[src/rtl/camera_readout_sequencer.sv]
// Autonomous command master for the camera opcode/operand interface: capture,
// then poll bytes-available and burst-read until IMAGE_BYTES have streamed out.
module camera_readout_sequencer #(
  parameter logic [15:0] IMAGE_BYTES    = 16'd25,
  parameter int          READ_BURST     = 8,
  parameter int          SETUP_CYCLES   = 4,
  parameter int          PULSE_CYCLES   = 4,
  parameter int          SPACING_CYCLES = 16,
  parameter int          GAP_CYCLES     = 16,
  parameter int          POLL_LIMIT     = 1024
) (
  input  logic        clock_spi_in,
  input  logic        reset_spi_in,
  input  logic        start_in,
  output logic        busy_out,
  output logic        done_out,
  output logic        error_out,
  output logic [15:0] bytes_read_out,
  output logic [7:0]  op_code_out,
  output logic        op_code_valid_out,
  output logic [7:0]  operand_out,
  output logic        operand_valid_out,
  output logic [7:0]  operand_count_out,
  input  logic [7:0]  response_in,
  input  logic        response_valid_in,
  output logic [7:0]  data_out,
  output logic        data_valid_out,
  input  logic        data_ready_in
);

  localparam logic [15:0] SETUP_LAST = 16'(SETUP_CYCLES - 1);
  localparam logic [15:0] PULSE_LAST = 16'(PULSE_CYCLES - 1);
  localparam logic [15:0] SPACE_LAST = 16'(SPACING_CYCLES - PULSE_CYCLES - 1);
  localparam logic [15:0] GAP_LAST   = 16'(GAP_CYCLES - 1);

  typedef enum logic [2:0] {S_IDLE, S_SETUP, S_PULSE, S_SPACE, S_GAP, S_DONE} state_t;
  typedef enum logic [1:0] {CMD_CAPTURE, CMD_POLL, CMD_READ} cmd_t;

  state_t      state, state_nxt;
  cmd_t        cmd;
  logic [15:0] cnt;
  logic [7:0]  n_ops;
  logic [7:0]  op_idx;
  logic [15:0] avail;
  logic [15:0] poll_cnt;
  logic [15:0] poll_cnt_inc;
  logic [15:0] bytes_read;
  logic        error;
  logic [7:0]  data;
  logic        data_valid;
  logic [7:0]  code;
  logic [15:0] remaining;
  logic [15:0] burst;
  logic        accept, pulse_go, sample, tx_end, fail;

  assign poll_cnt_inc = poll_cnt + 16'd1;

  // Burst length is the smallest of what the camera has, the burst cap and what is still owed.
  always_comb begin
    remaining = IMAGE_BYTES - bytes_read;
    burst     = avail;
    if (burst > 16'(READ_BURST)) burst = 16'(READ_BURST);
    if (burst > remaining)       burst = remaining;
  end

  always_comb begin
    case (cmd)
      CMD_CAPTURE: code = 8'h20;
      CMD_POLL:    code = 8'h21;
      default:     code = 8'h22;
    endcase
  end

  always_comb begin
    state_nxt = state;
    accept    = 1'b0;
    pulse_go  = 1'b0;
    sample    = 1'b0;
    tx_end    = 1'b0;
    fail      = 1'b0;
    case (state)
      S_IDLE: if (start_in) begin
        state_nxt = S_SETUP;
        accept    = 1'b1;
      end
      S_SETUP: if (cnt == SETUP_LAST) begin
        if (n_ops == 8'd0) tx_end = 1'b1;
        else begin
          state_nxt = S_PULSE;
          pulse_go  = 1'b1;
        end
      end
      S_PULSE: if (cnt == PULSE_LAST) begin
        sample = 1'b1;
        if (!response_valid_in) begin
          fail      = 1'b1;
          state_nxt = S_IDLE;
        end else state_nxt = S_SPACE;
      end
      // A pending output byte stretches the spacing so it is never overwritten.
      S_SPACE: if (cnt == SPACE_LAST && !data_valid) begin
        if (op_idx == n_ops) tx_end = 1'b1;
        else begin
          state_nxt = S_PULSE;
          pulse_go  = 1'b1;
        end
      end
      S_GAP:   if (cnt == GAP_LAST) state_nxt = S_SETUP;
      S_DONE:  state_nxt = S_IDLE;
      default: state_nxt = S_IDLE;
    endcase
    if (tx_end) begin
      case (cmd)
        CMD_POLL: begin
          if (avail == 16'd0 && poll_cnt_inc == 16'(POLL_LIMIT)) begin
            fail      = 1'b1;
            state_nxt = S_IDLE;
          end else state_nxt = S_GAP;
        end
        CMD_READ: state_nxt = (bytes_read == IMAGE_BYTES) ? S_DONE : S_GAP;
        default:  state_nxt = S_GAP;
      endcase
    end
  end

  always_ff @(posedge clock_spi_in or posedge reset_spi_in) begin
    if (reset_spi_in) begin
      state <= S_IDLE;
      cnt   <= '0;
    end else begin
      state <= state_nxt;
      if (state_nxt != state || state_nxt == S_IDLE) cnt <= '0;
      else if (!(state == S_SPACE && cnt == SPACE_LAST)) cnt <= cnt + 16'd1;
    end
  end

  always_ff @(posedge clock_spi_in or posedge reset_spi_in) begin
    if (reset_spi_in) begin
      cmd        <= CMD_CAPTURE;
      n_ops      <= '0;
      op_idx     <= '0;
      avail      <= '0;
      poll_cnt   <= '0;
      bytes_read <= '0;
      error      <= 1'b0;
      data       <= '0;
      data_valid <= 1'b0;
    end else begin
      if (data_valid && data_ready_in) begin
        data_valid <= 1'b0;
        bytes_read <= bytes_read + 16'd1;
      end
      if (sample && response_valid_in) begin
        if (cmd == CMD_POLL) begin
          if (op_idx == 8'd1) avail[15:8] <= response_in;
          else                avail[7:0]  <= response_in;
        end
        if (cmd == CMD_READ) begin
          data       <= response_in;
          data_valid <= 1'b1;
        end
      end
      if (pulse_go) op_idx <= op_idx + 8'd1;
      if (accept) begin
        cmd        <= CMD_CAPTURE;
        n_ops      <= 8'd0;
        error      <= 1'b0;
        bytes_read <= '0;
        poll_cnt   <= '0;
      end
      if (tx_end) begin
        case (cmd)
          CMD_POLL: begin
            if (avail == 16'd0) begin
              poll_cnt <= poll_cnt_inc;
              cmd      <= CMD_POLL;
              n_ops    <= 8'd2;
            end else begin
              poll_cnt <= '0;
              cmd      <= CMD_READ;
              n_ops    <= burst[7:0];
            end
          end
          default: begin
            cmd   <= CMD_POLL;
            n_ops <= 8'd2;
          end
        endcase
      end
      if (tx_end || fail) op_idx <= '0;
      if (fail) error <= 1'b1;
    end
  end

  assign op_code_valid_out = (state == S_SETUP) || (state == S_PULSE) || (state == S_SPACE);
  assign op_code_out       = op_code_valid_out ? code : 8'h00;
  assign operand_valid_out = (state == S_PULSE);
  assign operand_count_out = op_idx;
  assign operand_out       = 8'h00;
  assign busy_out          = (state != S_IDLE) && (state != S_DONE);
  assign done_out          = (state == S_DONE);
  assign error_out         = error;
  assign bytes_read_out    = bytes_read;
  assign data_out          = data;
  assign data_valid_out    = data_valid;

endmodule

[config.mk]
export PLATFORM = sky130hd
export DESIGN_NAME = camera_readout_sequencer
export DESIGN_NICKNAME = d
export VERILOG_FILES = /design/src/rtl/camera_readout_sequencer.sv
export SDC_FILE = /design/constraint.sdc
export NUM_CORES = 1
export LEC_CHECK = 0
export CAP_MARGIN = 30
export CORE_AREA = 2 2 107 109
export DETAILED_ROUTE_END_ITERATION = 6
export DIE_AREA = 0 0 109 111
export PLACE_DENSITY = 0.84
export SETUP_SLACK_MARGIN = 0.4
export SLEW_MARGIN = 20
export SYNTH_ARGS = -nofsm -noshare
export SYNTH_HDL_FRONTEND = slang
export SYNTH_SLANG_ARGS = --single-unit
export TNS_END_PERCENT = 1
[constraint.sdc]
create_clock -name clock_spi_in -period 3.83 [get_ports clock_spi_in]
set_input_delay 0.383 -clock clock_spi_in [delete_from_list [all_inputs] [get_ports clock_spi_in]]
set_output_delay 0.383 -clock clock_spi_in [all_outputs]
set_load 0.05 [all_outputs]
==> summary.txt <==
Outcome
  – Status: finished, violations left
  – Failing checks: DRC

Critical path
  – WP data required: between 4 and 5 ns
  – Critical path's most frequent cell: ha_1
  – Crit path from: bytes_read_out[1]
  – CP top delay family: simple AND/OR/NAND/NOR gates
  – Worst r2r dst: n_ops[0]
  – Startpoint types: flop
  – Worst Path Max Fanout: 8
  – Crit end category: flop
  – CP max stage cell: dfrtp_2
  – Kind of critical path: flop to flop
  – Reg-to-reg slack, setup: roughly 0.44 ns
  – Worst r2r src: bytes_read_out[1]
  – CP peak stage delay: around 0.46 ns
  – Crit path DAT: between 3 and 4 ns
  – Worst reg-to-reg path cell count: 15
  – Worst Path Buf+Inv: 1
  – CP cell instances: inv_1 > ha_1 > nor2_1 > or3_4 > nor2_4 > nand2_1 > xnor2_1 > ha_1 > nand4_1 > nor2_2 > nand3_1 > nor3_1 > a31o_2 > mux2i_1 > a22o_1

Floorplan
  – Die area: 12100 um^2
  – Die H: ~110 um
  – Die W: 109 um
  – Floorplan core area: 11100 um^2
  – Rows: 39
  – Ports: 67
  – Initial Util: 0.547

Global routing
  – Antenna violations before repair: 0
  – First-pass GRT wire length: about 25 mm
  – Global route overflow: 0
  – Gr usage total: 0.258
  – Via count of the first global-routing pass: ~5200
  – Largest net degree at the start of global routing: 44

Place
  – Post-DP HPWL: ~11 mm
  – Placed instance area: between 6000 and 7000 um^2
  – PortBufs: 53
  – Final Wtd Congestion: 0.924

STA
  – F_max: ~300 MHz
  – Worst rel slew slack: 0.381
  – Final period utilization: 0.885
  – Setup TNS: 0 ns
  – Tmin final: 3.39 ns
  – Slew Limit Fails: 0
  – Endpoints failing hold: 0
  – Final Skew: about 0.012 ns
  – RSZ-0062 raised after global routing: true
  – Final setup vio count: 0
  – Least-Margin Pin Slew: roughly 0.92 ns

Logic synthesis
  – Syn_area_per_cell: 9.14 um^2
  – Top_reg_cell synth: dfrtp_1
  – Register bit count reported by yosys: between 90 and 100
  – Synth cell types: between 60 and 70
  – Cells after synthesis: between 600 and 700
  – EDFF count, synth: 0
  – Post-synth ARST share: 1.00
  – Sequential fraction of the synthesis area: 0.392
  – Synth Cell Area: roughly 6100 um^2
  – Yosys warns: 0

Cells and area
  – # diodes: 0
  – Post-layout nets: roughly 750
  – Syn-to-layout area delta: 17.0%
  – Fraction of layout cells with a size suffix above 1: 0.0987
  – Commonest non-fill, non-tap cells in the layout: dfrtp_1, nor2_1, nand2_1
  – Commonest non-fill, non-tap cell in the layout: dfrtp_1
  – Filler instances: 858
  – Final Cell Area: 7090 um^2

Clock network
  – Cts bufs inserted: 9
  – Reg clk slew, reported paths: 0.07 ns
  – Clock tree buffer depth: 2
  – Postcts setup bufs: 0
  – CTS tree: yes
  – Clock Latency Late Sink: approximately 0.36 ns
  – Post-cts hold buffer count: 0
  – Root Buffer: clkbuf_16
  – H-tree depth: 3
  – Clock Sinks: between 90 and 100

Pwr
  – Clock share of power: 0.332
  – Maximum VDD drop: around 0.26 mV
  – Internal Pwr Total: 0.00191 W
  – Leakage Power: 3.17 nW
  – Logic pwr share: 0.289
  – PD cells: ~420 nW/um^2
  – Reg power frac: 0.379
  – Switching power: around 0.0011 W
  – Sw Share: 0.366

Job
  – Max_cap viols: 0

Worst hold path
  – Hold Crit Class: primary input to asynchronous set/reset pin

Routing
  – Router iterations before antenna repair: 7
  – DR DRC count: 2
  – DR WL/cell: around 17 um
  – Antenna violation net count after detailed routing: 0
  – Final wirelength: 15.0 mm
  – 1st-iter DRT viols: around 340
  – Vias per inst: about 6.0
  – Vias post-DR: slightly above 5000
## sequential cells by signal (all words and copies together) (netlist names)
| name | flops |
|---|---|
| data_valid_out | 1 |
| cnt | 16 |
| data_out | 8 |
| state | 3 |
| operand_count_out | 8 |
| bytes_read_out | 16 |
| cmd | 2 |
| avail | 16 |
| n_ops | 8 |
| poll_cnt | 16 |
| error_out | 1 |
## final cells by class
| cell class | count | area [um^2] | share of cell area |
|---|---|---|---|
| multi-input cells | 529 | 3530 | 0.499 |
| clock buffers | 9 | 225 | 0.0318 |
| flip-flops and latches | 95 | 2380 | 0.336 |
| well taps | 143 | 179 | 0.0252 |
| inverters | 20 | 76.3 | 0.0108 |
| clock inverters | 7 | 104 | 0.0146 |
| repair buffers | 59 | 588 | 0.0830 |
## what timing repair did
item,CTS,global route
endpoints found under the setup margin,8,24
gates resized for setup,4,9
pin swaps,0,0
hold endpoints to repair,0,0
## synthesized netlist by cell type, drive strengths merged, types with 7 or more instances
cell type	number	area, um^2
inv	20	75.1
dfrtp	95	2380
a21oi	13	68.8
nor3	37	185
nor4	16	115
nand3	28	140
o31ai	14	105
and3	15	93.8
buf	24	163
o21ai	28	140
mux2	24	270
nor2	71	267
nand4	18	128
nand2	61	229
ha	27	338
xor2	36	315
nor2b	7	43.8
xnor2	26	228
clkbuf	19	72.6
## power by group through the flow
stage,logic (W),registers [W],clock network [W]
after floorplan,0.000664,0.00113,0
after global placement,0.000813,0.00115,0
after detailed placement,0.000839,0.00116,0
after CTS,0.000848,0.00114,0.00101
after global routing,0.000947,0.00115,0.00105
final,0.000869,0.00114,0.00100
## worst max path at each step
stage,slack [ns],cells after the start,endpoint
floorplan,0.40,15,n_ops[3]
global placement,0.51,14,n_ops[3]
global route,0.27,14,n_ops[3]
finish,0.44,15,n_ops[0]
detailed placement,0.30,14,n_ops[3]
CTS,0.41,14,n_ops[3]
## cell families (layout without fill, tap and decap cells)
logic type,after synthesis,count (layout),synth area share
compound gates,89,89,0.101
xor+xnor,62,62,0.0896
fa+ha+maj,27,27,0.0558
buf+inv,63,95,0.0512
flops,95,95,0.392
mux,30,30,0.0545
other cells,1,25,0.000619
simple gates,296,296,0.255
## per-layer routing
metal / global-route usage / wire, um / up-vias / part of all wire
met2: 0.433 / 7560 / 184 / 0.51
li1: - / - / 2431 / -
met5: 0 / 0 / - / 0
met4: 0.0923 / 353 / 0 / 0.024
met3: 0.0429 / 787 / 36 / 0.053
met1: 0.332 / 6260 / 2533 / 0.42
## per-stage QoR
stage                     total power [W]  hold WS [ns]  utilization  setup slack (ns)  cells
after floorplan                   0.00180         0.447            -             0.404    687
after global placement            0.00196         0.465        0.602             0.505    844
after detailed placement          0.00199         0.471        0.604             0.296    845
after CTS                         0.00299         0.314        0.635             0.409    861
after global routing              0.00315         0.331        0.640             0.270    862
final                             0.00301         0.305        0.640             0.442    862
(Power assumes the default switching activity.)
